===== src/rtl/gpu_cmd_queue_if.sv =====
// gpu_cmd_queue_if: raster command types and the CPU/rasteriser bus of gpu_cmd_queue.
// Defining GPU_CMDQ_STATS_EN adds the cmdq_issued counter to the bus.
package gpu_cmd_pkg;
    typedef enum logic [2:0] {CMD_NOP, CMD_CLEAR, CMD_FILL, CMD_LINE, CMD_RECT} raster_command_t;
    typedef struct packed {
        raster_command_t cmd;
        logic [7:0]      x0, y0, x1, y1;
        logic [2:0]      colour;
    } cmd_entry_t;
endpackage

interface gpu_cmd_queue_if #(parameter int DEPTH = 4);
    import gpu_cmd_pkg::*;
    logic                   cmd_valid, cmd_ready, cmdq_flush, cmdq_idle, gpu_execute_request, gpu_busy;
    raster_command_t        cmd, gpu_command;
    logic [7:0]             cmd_x0, cmd_y0, cmd_x1, cmd_y1, gpu_x0, gpu_y0, gpu_x1, gpu_y1;
    logic [2:0]             cmd_colour, gpu_colour;
    logic [$clog2(DEPTH):0] cmdq_count;
`ifdef GPU_CMDQ_STATS_EN
    logic [15:0]            cmdq_issued;
    modport master (
        output cmd_valid, cmd, cmd_x0, cmd_y0, cmd_x1, cmd_y1, cmd_colour, cmdq_flush, gpu_busy,
        input  cmd_ready, cmdq_count, cmdq_idle, gpu_command, gpu_x0, gpu_y0, gpu_x1, gpu_y1,
               gpu_colour, gpu_execute_request, cmdq_issued
    );
    modport slave (
        input  cmd_valid, cmd, cmd_x0, cmd_y0, cmd_x1, cmd_y1, cmd_colour, cmdq_flush, gpu_busy,
        output cmd_ready, cmdq_count, cmdq_idle, gpu_command, gpu_x0, gpu_y0, gpu_x1, gpu_y1,
               gpu_colour, gpu_execute_request, cmdq_issued
    );
`else
    modport master (
        output cmd_valid, cmd, cmd_x0, cmd_y0, cmd_x1, cmd_y1, cmd_colour, cmdq_flush, gpu_busy,
        input  cmd_ready, cmdq_count, cmdq_idle, gpu_command, gpu_x0, gpu_y0, gpu_x1, gpu_y1,
               gpu_colour, gpu_execute_request
    );
    modport slave (
        input  cmd_valid, cmd, cmd_x0, cmd_y0, cmd_x1, cmd_y1, cmd_colour, cmdq_flush, gpu_busy,
        output cmd_ready, cmdq_count, cmdq_idle, gpu_command, gpu_x0, gpu_y0, gpu_x1, gpu_y1,
               gpu_colour, gpu_execute_request
    );
`endif
endinterface


===== src/rtl/gpu_cmd_queue.sv =====
// gpu_cmd_queue: FIFO of raster commands issued one at a time to a busy-handshaking rasteriser.
// Defining GPU_CMDQ_STATS_EN adds a 16-bit wrapping count of issued commands (cmdq_issued).
module gpu_cmd_queue #(parameter int DEPTH = 4) (
    input  logic           clk,
    input  logic           rst_async,
    gpu_cmd_queue_if.slave bus_io
);
    import gpu_cmd_pkg::*;
    localparam int AW = $clog2(DEPTH);
    localparam int CW = AW + 1;
    typedef enum logic [1:0] {IDLE, ISSUE, GUARD, WAIT} state_t;
    state_t        state_q;
    cmd_entry_t    mem_q [DEPTH];
    cmd_entry_t    in_entry, head, out_q;
    logic [AW-1:0] wr_q, rd_q;
    logic [CW-1:0] count_q, count_d;
    logic          req_q, push, pop, empty;

    assign empty             = count_q == '0;
    assign in_entry          = '{bus_io.cmd, bus_io.cmd_x0, bus_io.cmd_y0, bus_io.cmd_x1, bus_io.cmd_y1, bus_io.cmd_colour};
    // An empty queue forwards the incoming command so the first issue costs one cycle
    assign head              = empty ? in_entry : mem_q[rd_q];
    assign bus_io.cmd_ready  = count_q != CW'(DEPTH) && !bus_io.cmdq_flush;
    assign push              = bus_io.cmd_valid && bus_io.cmd_ready;
    assign pop               = state_q == IDLE && !bus_io.gpu_busy && !bus_io.cmdq_flush && (!empty || push);
    assign count_d           = bus_io.cmdq_flush ? '0 : count_q + CW'(push) - CW'(pop);

    always_ff @(posedge clk) begin
        if (push) mem_q[wr_q] <= in_entry;
    end

    always_ff @(posedge clk or posedge rst_async) begin
        if (rst_async) begin
            state_q <= IDLE;
            count_q <= '0;
            wr_q    <= '0;
            rd_q    <= '0;
            req_q   <= 1'b0;
            out_q   <= '0;
        end else begin
            count_q <= count_d;
            wr_q    <= push ? wr_q + AW'(1) : wr_q;
            rd_q    <= bus_io.cmdq_flush ? wr_q : pop ? rd_q + AW'(1) : rd_q;
            req_q   <= pop;
            out_q   <= pop ? head : out_q;
            state_q <= state_q == IDLE  ? (pop ? ISSUE : IDLE) :
                       state_q == ISSUE ? GUARD :
                       state_q == GUARD ? WAIT :
                       bus_io.gpu_busy  ? WAIT : IDLE;
        end
    end

    assign bus_io.gpu_execute_request = req_q;
    assign bus_io.gpu_command         = out_q.cmd;
    assign bus_io.gpu_x0              = out_q.x0;
    assign bus_io.gpu_y0              = out_q.y0;
    assign bus_io.gpu_x1              = out_q.x1;
    assign bus_io.gpu_y1              = out_q.y1;
    assign bus_io.gpu_colour          = out_q.colour;
    assign bus_io.cmdq_count          = count_q;
    assign bus_io.cmdq_idle           = empty && state_q == IDLE && !bus_io.gpu_busy;

`ifdef GPU_CMDQ_STATS_EN
    logic [15:0] issued_q;
    always_ff @(posedge clk or posedge rst_async) begin
        if (rst_async) issued_q <= '0;
        else           issued_q <= state_q == ISSUE ? issued_q + 16'd1 : issued_q;
    end
    assign bus_io.cmdq_issued = issued_q;
`endif
endmodule


===== src/flat_wrapper.sv =====
// flat-port wrapper written by rule: the top's interface ports become plain ports
module gpu_cmd_queue_flat import gpu_cmd_pkg::*;
#(parameter int DEPTH = 4)
  (clk, rst_async, bus_io_cmd_valid, bus_io_cmd, bus_io_cmd_x0, bus_io_cmd_y0, bus_io_cmd_x1, bus_io_cmd_y1, bus_io_cmd_colour, bus_io_cmdq_flush, bus_io_gpu_busy, bus_io_cmd_ready, bus_io_cmdq_count, bus_io_cmdq_idle, bus_io_gpu_command, bus_io_gpu_x0, bus_io_gpu_y0, bus_io_gpu_x1, bus_io_gpu_y1, bus_io_gpu_colour, bus_io_gpu_execute_request);
  gpu_cmd_queue_if #(.DEPTH(DEPTH)) bus_io_i ();
  input  logic clk;
  input  logic rst_async;
  input wire logic [$bits(bus_io_i.cmd_valid)-1:0] bus_io_cmd_valid;
  input wire logic [$bits(bus_io_i.cmd)-1:0] bus_io_cmd;
  input wire logic [$bits(bus_io_i.cmd_x0)-1:0] bus_io_cmd_x0;
  input wire logic [$bits(bus_io_i.cmd_y0)-1:0] bus_io_cmd_y0;
  input wire logic [$bits(bus_io_i.cmd_x1)-1:0] bus_io_cmd_x1;
  input wire logic [$bits(bus_io_i.cmd_y1)-1:0] bus_io_cmd_y1;
  input wire logic [$bits(bus_io_i.cmd_colour)-1:0] bus_io_cmd_colour;
  input wire logic [$bits(bus_io_i.cmdq_flush)-1:0] bus_io_cmdq_flush;
  input wire logic [$bits(bus_io_i.gpu_busy)-1:0] bus_io_gpu_busy;
  output wire logic [$bits(bus_io_i.cmd_ready)-1:0] bus_io_cmd_ready;
  output wire logic [$bits(bus_io_i.cmdq_count)-1:0] bus_io_cmdq_count;
  output wire logic [$bits(bus_io_i.cmdq_idle)-1:0] bus_io_cmdq_idle;
  output wire logic [$bits(bus_io_i.gpu_command)-1:0] bus_io_gpu_command;
  output wire logic [$bits(bus_io_i.gpu_x0)-1:0] bus_io_gpu_x0;
  output wire logic [$bits(bus_io_i.gpu_y0)-1:0] bus_io_gpu_y0;
  output wire logic [$bits(bus_io_i.gpu_x1)-1:0] bus_io_gpu_x1;
  output wire logic [$bits(bus_io_i.gpu_y1)-1:0] bus_io_gpu_y1;
  output wire logic [$bits(bus_io_i.gpu_colour)-1:0] bus_io_gpu_colour;
  output wire logic [$bits(bus_io_i.gpu_execute_request)-1:0] bus_io_gpu_execute_request;
  assign bus_io_i.cmd_valid = bus_io_cmd_valid;
  assign bus_io_i.cmd = bus_io_cmd;
  assign bus_io_i.cmd_x0 = bus_io_cmd_x0;
  assign bus_io_i.cmd_y0 = bus_io_cmd_y0;
  assign bus_io_i.cmd_x1 = bus_io_cmd_x1;
  assign bus_io_i.cmd_y1 = bus_io_cmd_y1;
  assign bus_io_i.cmd_colour = bus_io_cmd_colour;
  assign bus_io_i.cmdq_flush = bus_io_cmdq_flush;
  assign bus_io_i.gpu_busy = bus_io_gpu_busy;
  assign bus_io_cmd_ready = bus_io_i.cmd_ready;
  assign bus_io_cmdq_count = bus_io_i.cmdq_count;
  assign bus_io_cmdq_idle = bus_io_i.cmdq_idle;
  assign bus_io_gpu_command = bus_io_i.gpu_command;
  assign bus_io_gpu_x0 = bus_io_i.gpu_x0;
  assign bus_io_gpu_y0 = bus_io_i.gpu_y0;
  assign bus_io_gpu_x1 = bus_io_i.gpu_x1;
  assign bus_io_gpu_y1 = bus_io_i.gpu_y1;
  assign bus_io_gpu_colour = bus_io_i.gpu_colour;
  assign bus_io_gpu_execute_request = bus_io_i.gpu_execute_request;
  gpu_cmd_queue #(.DEPTH(DEPTH)) u_core (.clk(clk), .rst_async(rst_async), .bus_io(bus_io_i));
endmodule

===== config.mk =====
export PLATFORM = sky130hd
export DESIGN_NAME = gpu_cmd_queue_flat
export DESIGN_NICKNAME = d
export VERILOG_FILES = /design/src/rtl/gpu_cmd_queue_if.sv /design/src/rtl/gpu_cmd_queue.sv /design/src/flat_wrapper.sv
export SDC_FILE = /design/constraint.sdc
export NUM_CORES = 1
export LEC_CHECK = 0
export ABC_CLOCK_PERIOD_IN_PS = 2700
export BUFFER_PORTS_ARGS = -buffer_cell sky130_fd_sc_hd__buf_2
export CAP_MARGIN = 10
export CORE_MARGIN = 5
export CORE_UTILIZATION = 52
export CTS_CLUSTER_SIZE = 10
export DETAILED_ROUTE_END_ITERATION = 12
export PLACE_DENSITY = 0.75
export SLEW_MARGIN = 20
export SYNTH_ARGS = -nofsm -noshare
export SYNTH_HDL_FRONTEND = slang
export SYNTH_SLANG_ARGS = --single-unit
export TNS_END_PERCENT = 50

===== constraint.sdc =====
create_clock -name clk -period 2.7 [get_ports clk]
set_input_delay 0.405 -clock clk [delete_from_list [all_inputs] [get_ports clk]]
set_output_delay 0.405 -clock clk [all_outputs]
set_load 0.01 [all_outputs]

==> results.cfg, run 1 <==
[run_status]
status = finished, final reports clean

[floorplan]
core_mm2 = 0.0145
die-area_mm2 = 0.0173
top_level_ports = 87
start_util = 0.529
die_h_um = 131
rows = 44
die_width_um = 131

[critical_path]
path_max_fanout = 8
criticalPathCategory = flop to flop
r2r-start = u_core.bus_io.cmdq_count[2]$_DFF_PP0_
cp-end-kind = flop
crit_required_ps = 3040
crit_path_start = u_core.bus_io.cmdq_count[2]$_DFF_PP0_
startpoint_type = flop
regToRegSetupSlack_ps = 130
cp_data_arrival_time_ps = 2900

[final_layout]
finalNetCount = 545
fillers = 1022
multiInputGateArea_mm2 = 0.00179
final_cells = 692
mostFrequentLayoutCells = edfxtp_1, buf_2, dfrtp_1
regArea_mm2 = 0.00577
fin_area_mm2 = 0.00903
final_common_cell = edfxtp_1
area.growth.synth_to_final_pct = 17.9
drive_gt1_frac = 0.387

[route]
antenna_left = 0
drc_errors = 0
first_pass_iters = 5
drt_iter0_markers = 353
num_vias = 4206
wl_per_cell_um = 22.7
wirelength_um = 15700
viasPerCell = 6.08

[sta]
slew_violations = 0
rsz0062_at_grt = false
setup_viol = 0
hold_viol = 0
period_minus_slack_ps = 2570
tightest_slew_ps = 592
skew_ps = 8.34
relSlewSlack = 0.605
finalSetupTns_ps = 0
max_freq_mhz = 390
finalCritPeriodShare = 0.950

[global_route]
grtUsageMet2 = 0.304
globalRouteOverflowTotal = 0
grt_pass1_vias = 4519
grt_max_degree = 41
grt_busiest_layer = met2
track_usage = 0.187
gr-usage-met1 = 0.253
antenna_found_initial = 1
grt_first_pass_wirelength_um = 25300
met3_usage = 0.0394

[synth]
yosys_warnings = 0
avgSynthCellArea_um2 = 19.5
synth_edf_count = 152
syn-num-nets = 443
async_flop_share = 0.240
synth_cells = 393
synth_flop_cell = edfxtp_1
ys_seq_area_frac = 0.753
ys_ff_latch = 200
syn_area_mm2 = 0.00766
ys_types = 29

[pwr]
cellLeakagePower_nw = 3.27
power.density_mw_per_mm2 = 1030
ir_worst_vdd_v = 0.000604

[clock_network]
cts_made_buffers = 17
clkTransAtPathRegs_ps = 70
insertion_delay_ps = 420
postCtsSetupBuffers = 0
numClockSinks = 200
cts_tree = built
ctsRootBufferMaster = clkbuf_16
cts_buffer_depth = 2
htreeDepth = 4

[worst_hold_path]
holdCritPathClass = primary input to flop
min_from = bus_io_cmd_x0[2]

[place]
numPlacedInstances = 659
place_congestion = 0.766
port_buffers = 86
hpwlAfterDp_um = 9690
place_area_mm2 = 0.00843

[run]
drv_cap = 0
-- per-layer routing --
metal	share of wire	wire length, µm	vias to the layer above
met5	0	0	-
met3	0.052	813	20
met2	0.51	8010	131
li1	-	-	1825
met4	0.015	236	0
met1	0.42	6650	2230
-- what timing repair did --
action | CTS | global route
gates resized for setup | 0 | 0
endpoints found under the hold margin | 13 | 0
hold buffers | 1 | 0
-- final cells by class --
type / instances / share of cell area
Sequential cell: 200 / 0.639
Multi-Input combinational cell: 159 / 0.198
Timing Repair Buffer: 110 / 0.0693
Clock buffer: 23 / 0.0551
Tap cell: 184 / 0.0255
Clock inverter: 8 / 0.0105
Inverter: 7 / 0.00291
Antenna cell: 1 / 0.000277
-- synthesized netlist by cell type, types with 2 or more instances --
cell type  number  share of area
edfxtp_1      152           0.60
a2bb2oi_1      38          0.043
nor2_1          8         0.0039
nand2b_1        2         0.0016
and2_1          7         0.0057
o22ai_1        38          0.031
ha_1            6         0.0098
clkbuf_1       17         0.0083
mux4_2         38           0.11
dfrtp_1        48           0.16
nor3_1          3         0.0020
a21oi_1         5         0.0033
inv_1           7         0.0034
buf_2           7         0.0046
nor2b_1         2         0.0016
buf_1           2        0.00098
-- cells by family after synthesis --
kind of cell	count (synthesis)	synth area share
mux	39	0.113
buf+inv	34	0.0188
compound gates	83	0.0804
xor+xnor	2	0.00229
flops	200	0.753
fa+ha+maj	7	0.0124
simple gates	28	0.0204
-- registers in the layout, indices dropped and copies added (netlist names) --
signal	cells
u_core.mem_q	152
u_core.bus_io.gpu_x0	8
u_core.bus_io.gpu_x1	8
u_core.bus_io.gpu_y0	8
u_core.bus_io.gpu_y1	8
u_core.bus_io.cmdq_count	3
u_core.bus_io.gpu_colour	3
u_core.bus_io.gpu_command	3
u_core.rd_q	2
u_core.state_q	2
u_core.wr_q	2
u_core.bus_io.gpu_execute_request	1
-- final timing paths --
path / end / cells after the start
worst max-delay path: u_core.bus_io.cmdq_count[2]$_DFF_PP0_ / 10
worst min-delay path: u_core.mem_q[1][29]$_DFFE_PP_ / 1
worst max register to register: u_core.bus_io.cmdq_count[2]$_DFF_PP0_ / 10
worst min register to register: u_core.bus_io.gpu_y1[4]$_DFFE_PP0P_ / 1
max in group asynchronous: u_core.rd_q[0]$_DFFE_PP0P_ / 4
min in group asynchronous: u_core.bus_io.gpu_x0[4]$_DFFE_PP0P_ / 3
-- critical path: stages (launching register included) --
cell,delay (ps)
dfrtp_2,460
or4_4,520
and2_2,230
ha_4,210
inv_2,40
ha_2,160
inv_2,40
fa_2,350
xor2_1,150
and2_1,140
nor3_1,160
-- report_power, final --
part / total, mW / switching, mW / internal (mW)
Combinational: 2.47 / 1.23 / 1.24
Clock: 2.51 / 1.04 / 1.48
Sequential: 4.30 / 0.382 / 3.92
-- stage by stage --
stage	util	setup WS, ps	total power, mW	hold slack (ps)
2_1_floorplan	-	2.32	5.92	484
3_5_place_dp	0.582	46.3	6.86	404
5_1_grt	0.624	53.7	9.73	197
3_3_place_gp	0.582	122	6.79	391
4_1_cts	0.624	118	9.39	188
6_report	0.624	135	9.29	206
No activity file was read; power rests on OpenSTA's default activity.
==> run 2: changes to the inputs <==
--- a/config.mk
+++ b/config.mk
@@ -5,14 +5,15 @@
 export SDC_FILE = /design/constraint.sdc
 export NUM_CORES = 1
 export LEC_CHECK = 0
+export ABC_AREA = 1
 export ABC_CLOCK_PERIOD_IN_PS = 2700
 export BUFFER_PORTS_ARGS = -buffer_cell sky130_fd_sc_hd__buf_2
 export CAP_MARGIN = 10
 export CORE_MARGIN = 5
-export CORE_UTILIZATION = 52
+export CORE_UTILIZATION = 53
 export CTS_CLUSTER_SIZE = 10
 export DETAILED_ROUTE_END_ITERATION = 12
-export PLACE_DENSITY = 0.75
+export PLACE_DENSITY = 0.76
 export SLEW_MARGIN = 20
 export SYNTH_ARGS = -nofsm -noshare
 export SYNTH_HDL_FRONTEND = slang
==> run 2 against run 1 <==
  * Via count is 31% higher
  * Clock-buffer cell count fell by 1
  * Design area is 4.1% higher
  * Critical endpoint unchanged
  * Global-route usage increased by 0.84 points
  * Routed wire length up 8.8%
  * Area after synthesis grew 7.4%
  * Die area is 5.0% higher
  * Largest power group unchanged
  * Sequential power is 3% lower
  * Sequential share of layout area down 2.5 points
==> results.cfg, run 2 <==
[run_status]
status = finished, final reports clean

[critical_path]
cp_data_arrival_time_ps = 2550
path_max_fanout = 6
cp-end-kind = flop
r2r-start = u_core.bus_io.cmdq_count[1]$_DFF_PP0_
worst_path_max_delay_cell = dfrtp_1
path_common_cell = inv_1
crit_path_max_incr_delay_ps = 480
crit_path_start = u_core.bus_io.cmdq_count[1]$_DFF_PP0_
startpoint_type = flop
criticalPathCategory = flop to flop
crit_chain = nor2_4 -> a21oi_1 -> nand2_1 -> inv_1 -> ha_1 -> inv_1 -> fa_1 -> and3_1 -> nor3_1
crit_required_ps = 3050

[final_layout]
postLayoutCoreUtil = 0.618
finalNetCount = 896
top_register = u_core.mem_q
final_common_cell = nand2_1
final_cells = 1047
area.growth.synth_to_final_pct = 14.2
mostFrequentLayoutCells = nand2_1, edfxtp_1, nand3_1
drive_gt1_frac = 0.170
num_antenna_cells = 0
largest_register_ffs = 152

[sta]
max_freq_mhz = 454
relSlewSlack = 0.585
skew_ps = 6.34
slew_violations = 0
period_minus_slack_ps = 2200
rsz0062_at_grt = false
hold_viol = 0
setup_viol = 0
tightest_slew_ps = 622
finalCritPeriodShare = 0.816

[route]
drt_iter0_markers = 463
wl_per_cell_um = 16.3
drc_errors = 0
wirelength_um = 17100
viasPerCell = 5.28
num_vias = 5528
first_pass_iters = 5
antenna_left = 0

[synth]
syn_area_mm2 = 0.00823
synth_commonest_cells = nand2_1, edfxtp_1, nand3_1
ys_seq_area_frac = 0.701
yosys.area.top_type_share = 0.555
avgSynthCellArea_um2 = 10.8
ys_types = 24
synth_cells = 765
synthMostInstantiatedCell = nand2_1
ys_top_cells_by_area = edfxtp_1, nand2_1, dfrtp_1
synth_flop_cell = edfxtp_1
syn-num-nets = 815
synth_edf_count = 152
ys_ff_latch = 200
synth_top_area_cell = edfxtp_1
yosys_warnings = 0
async_flop_share = 0.240

[clock_network]
numClockSinks = 200
cts_tree = built
ctsResizeCount = 0
insertion_delay_ps = 430
htreeDepth = 4
postCtsSetupBuffers = 0
ctsHoldBuffers = 0
ctsRootBufferMaster = clkbuf_16
cts_buffer_depth = 2
clkTransAtPathRegs_ps = 70
cts_made_buffers = 17

[pwr]
p_clk_frac = 0.245
power_frac_comb = 0.313
p_int_mw = 6.17
swShare = 0.344
cellLeakagePower_nw = 4.10
power.density_mw_per_mm2 = 1000
seq_power_share = 0.442
ir_worst_vdd_v = 0.000879
switching_power_mw = 3.24

[place]
port_buffers = 86
hpwlAfterDp_um = 10100
numPlacedInstances = 1015
place_congestion = 0.770

[global_route]
track_usage = 0.195
grt_max_degree = 79
grt_pass1_vias = 5402
globalRouteOverflowTotal = 0
antenna_found_initial = 1
grt_first_pass_wirelength_um = 27700

[floorplan]
rows = 45
start_util = 0.541
die-area_mm2 = 0.0181
die_width_um = 135
core_mm2 = 0.0152
die_h_um = 135
top_level_ports = 87

[worst_hold_path]
holdCritPathClass = primary input to async pin

[run]
drv_cap = 0
## run 2: changes by cell type after synthesis, moves of 7 or more
cell | before | now
a2bb2oi_1 | 38 | 0
nand2_1 | 1 | 355
clkbuf_1 | 17 | 9
inv_1 | 7 | 17
buf_4 | 0 | 9
and2_1 | 7 | 0
mux4_2 | 38 | 0
o22ai_1 | 38 | 0
nand3_1 | 1 | 116
buf_2 | 7 | 19
## run 2: worst paths after layout
path / endpoint / slack, ps / depth (start not counted)
max: u_core.bus_io.cmdq_count[2]$_DFF_PP0_ / 500 / 9
min in group clk: u_core.mem_q[2][32]$_DFFE_PP_ / 210 / 1
min: u_core.bus_io.gpu_colour[0]$_DFFE_PP0P_ / 30 / 2
min reg2reg: u_core.bus_io.gpu_y0[4]$_DFFE_PP0P_ / 470 / 2
max in group asynchronous: u_core.rd_q[1]$_DFFE_PP0P_ / 1910 / 3
max reg2reg: u_core.bus_io.cmdq_count[2]$_DFF_PP0_ / 500 / 9
## run 2: metal layers
| metal | wire [µm] | vias to the layer above | GRT usage | share of wire |
|---|---|---|---|---|
| li1 | - | 2709 | - | - |
| met3 | 1010 | 18 | 0.0488 | 0.059 |
| met1 | 7540 | 2624 | 0.270 | 0.44 |
| met5 | 7 | - | 0 | 0.00041 |
| met4 | 186 | 2 | 0.0656 | 0.011 |
| met2 | 8350 | 175 | 0.307 | 0.49 |
## run 2: cell families after synthesis
kind of cell | Yosys count | share of synthesized area
adders and majority gates | 7 | 0.0116
AOI/OAI and AO/OA | 9 | 0.00638
DFF | 200 | 0.701
buffers and inverters | 62 | 0.0389
and+or+nand+nor | 486 | 0.242
xor gates and xnor gates | 1 | 0.00106
## run 2: worst max-delay path, delay by kind of cell, from the launching register on
family          cells  cell delay [ps]
fa+ha+maj           2              540
buf+inv             2              230
compound gates      1              190
flops               1              480
simple gates        4              670
## run 2: metrics by stage
stage / total power [mW] / worst slack [ps] / TNS, ps / hold slack (ps) / area (µm²)
after floorplan: 6.22 / -368 / -55960 / 452 / 8230
after global placement: 7.10 / 570 / 0 / 460 / 8870
after detailed placement: 7.18 / 451 / 0 / 459 / 8870
after CTS: 9.48 / 502 / 0 / 42.9 / 9400
after global routing: 10.0 / 320 / 0 / 71.0 / 9400
final: 9.40 / 497 / 0 / 26.2 / 9400
## run 2: power by group through the flow
stage / clock network [mW] / logic (mW) / registers [mW]
2_1_floorplan: 0 / 1.90 / 4.31
4_1_cts: 2.34 / 2.98 / 4.16
5_1_grt: 2.47 / 3.32 / 4.23
3_5_place_dp: 0 / 2.96 / 4.21
3_3_place_gp: 0 / 2.90 / 4.20
6_report: 2.30 / 2.94 / 4.16
## run 2: cell type report
cell class              instances  area, µm²
clock inverters                10       78.8
fillers                      1205       5800
well taps                     188        235
multi-input cells             503       2170
clock buffers                  22        454
inverters                      20       75.1
repair buffers                104        616
flip-flops and latches        200       5770
==> run 3: changes to the inputs <==
--- a/config.mk
+++ b/config.mk
@@ -6,7 +6,7 @@
 export NUM_CORES = 1
 export LEC_CHECK = 0
 export ABC_AREA = 1
-export ABC_CLOCK_PERIOD_IN_PS = 2700
+export ABC_CLOCK_PERIOD_IN_PS = 1800
 export BUFFER_PORTS_ARGS = -buffer_cell sky130_fd_sc_hd__buf_2
 export CAP_MARGIN = 10
 export CORE_MARGIN = 5
==> constraint.sdc (replaced) <==
create_clock -name clk -period 1.8 [get_ports clk]
set_input_delay 0.27 -clock clk [delete_from_list [all_inputs] [get_ports clk]]
set_output_delay 0.27 -clock clk [all_outputs]
set_load 0.01 [all_outputs]
==> run 3 against run 2 <==
  * The flow now finishes with violations (setup timing)
  * Critical path depth is 3 higher
  * Clock-buffer cell count down 3
  * Combinational power grew 65%
  * Final cell count rose by 2.3%
  * Design area is 4.2% higher
  * Critical path type unchanged
  * Largest power group unchanged
==> results.cfg, run 3 (synthesis results as in run 2) <==
[run_status]
status = complete, but fails checks
violations = setup timing

[final_layout]
top_register = u_core.mem_q
drive_gt1_frac = 0.207
postLayoutCoreUtil = 0.644
finalNetCount = 920
mostFrequentLayoutCells = nand2_1, edfxtp_1, nand3_1
final_common_cell = nand2_1
num_antenna_cells = 0
fin_area_mm2 = 0.00980
fillers = 1172
final_cells = 1071
area.growth.synth_to_final_pct = 19.0
largest_register_ffs = 152

[sta]
relSlewSlack = 0.656
skew_ps = 7.57
rsz0062_at_grt = true
setup_viol = 2
max_freq_mhz = 535
period_minus_slack_ps = 1870
fin_ws_ps = -69.0
finalCritPeriodShare = 1.04
slew_violations = 0
tightest_slew_ps = 516
hold_viol = 0

[clock_network]
cts_made_buffers = 17
ctsRootBufferMaster = clkbuf_16
insertion_delay_ps = 430
cts_buffer_depth = 2
clkTransAtPathRegs_ps = 70
numClockSinks = 200
cts_tree = built
htreeDepth = 4

[global_route]
grt_first_pass_wirelength_um = 28800
grt_pass1_vias = 5717
globalRouteOverflowTotal = 0
track_usage = 0.204
grt_max_degree = 43
antenna_found_initial = 1

[place]
numPlacedInstances = 1033
post-place-ws_ps = -140
port_buffers = 86
hpwlAfterDp_um = 10700
place_area_mm2 = 0.00911
place_congestion = 0.733

[pwr]
power_frac_comb = 0.328
p_clk_frac = 0.256
power_mw = 14.8
seq_power_share = 0.417
swShare = 0.341
p_int_mw = 9.79
cellLeakagePower_nw = 4.25
switching_power_mw = 5.06
ir_worst_vdd_v = 0.000756
power.density_mw_per_mm2 = 1510

[route]
first_pass_iters = 5
viasPerCell = 5.28
wirelength_um = 17900
wl_per_cell_um = 16.7
drt_iter0_markers = 367
antenna_left = 0
drc_errors = 0
num_vias = 5656

[critical_path]
reg2regPathDepth = 12
path_max_fanout = 2
cp-end-kind = flop
cp_data_arrival_time_ps = 2220
r2r-start = u_core.state_q[1]$_DFF_PP0_
crit_chain = nor2_1 -> nand2_1 -> nor2_2 -> nand2_2 -> inv_2 -> ha_4 -> inv_4 -> ha_4 -> inv_2 -> fa_2 -> and3_4 -> nor3_2
regToRegEndpoint = u_core.bus_io.cmdq_count[2]$_DFF_PP0_
startpoint_type = flop
criticalPathCategory = flop to flop
crit_required_ps = 2150
path_buf_inv = 3
crit_path_max_incr_delay_ps = 370
regToRegSetupSlack_ps = -70
cp_top_family = adder cells
worst_path_max_delay_cell = dfrtp_1

[worst_hold_path]
holdCritPathClass = primary input to flop
min_delay_path_depth = 1
min_from = bus_io_cmd[1]
min_to = u_core.mem_q[1][36]$_DFFE_PP_

[floorplan]
rows = 45
die-area_mm2 = 0.0181
die_h_um = 135
die_width_um = 135
start_util = 0.541
core_mm2 = 0.0152
top_level_ports = 87

[run]
drv_cap = 0
-- run 3: cell count changes in the layout (fill, tap and decap cells not counted), moves of 2 or more --
cell,before,now
buf_4,14,29
buf_12,4,11
bufinv_16,1,3
clkbuf_1,4,2
clkinv_2,5,3
ha_1,6,4
ha_4,0,2
inv_1,15,13
nor2_1,5,3
nor2_2,0,2
-- run 3: worst register-to-register path, delay by kind of cell (launching register included) --
family                     cells  cell delay [ps]
adders and majority gates      3              650
buffers and inverters          3              160
DFF                            1              370
and+or+nand+nor                6              600
-- run 3: power groups by stage --
stage	Clock (mW)	Sequential (mW)	Combinational, mW
after floorplan	0	6.45	2.92
after global placement	0	6.23	4.70
after detailed placement	0	6.26	4.80
after CTS	3.85	6.18	4.87
after global routing	4.03	6.27	5.44
final	3.80	6.18	4.86
-- run 3: area by class of cell --
cell class / count / area, µm² / area share
clock inverter: 13 / 154 / 0.0157
tap: 188 / 235 / 0.0240
inverter: 20 / 77.6 / 0.00792
clock buffer: 19 / 433 / 0.0442
timing repair buffer: 128 / 903 / 0.0922
multi-input combinational: 503 / 2220 / 0.227
sequential: 200 / 5770 / 0.589
-- run 3: what timing repair did --
item	in CTS	in global routing
hold endpoints to repair	21	0
setup endpoints to repair	2	72
pin swaps	5	5
cloned	0	1
hold buffers	1	0
resized for setup	3	3
setup buffers	2	2
-- run 3: metrics by stage --
stage               hold WS (ps)  setup TNS, ps
floorplan                    369         -36610
global placement             330           -140
detailed placement           340           -184
CTS                         48.2           -104
global route                61.5          -1180
finish                      66.8           -124
-- run 3: worst max-delay path by stage --
stage	from	depth (start not counted)	slack, ps	endpoint
floorplan	u_core.bus_io.cmdq_count[1]$_DFF_PP0_	12	-300	u_core.bus_io.cmdq_count[2]$_DFF_PP0_
global placement	u_core.state_q[1]$_DFF_PP0_	12	-100	u_core.bus_io.cmdq_count[2]$_DFF_PP0_
detailed placement	bus_io_gpu_busy	13	-140	u_core.bus_io.cmdq_count[2]$_DFF_PP0_
CTS	u_core.state_q[1]$_DFF_PP0_	12	-60	u_core.bus_io.cmdq_count[2]$_DFF_PP0_
global route	u_core.state_q[1]$_DFF_PP0_	12	-210	u_core.bus_io.cmdq_count[2]$_DFF_PP0_
finish	u_core.state_q[1]$_DFF_PP0_	12	-70	u_core.bus_io.cmdq_count[2]$_DFF_PP0_
-- run 3: metal layers --
metal  vias to the layer above  GRT usage  share of wire
met1                      2720      0.249           0.42
met3                        29     0.0481          0.054
met4                         2     0.0809          0.017
li1                       2756          -              -
met2                       149      0.354           0.51
met5                         -          0        0.00039
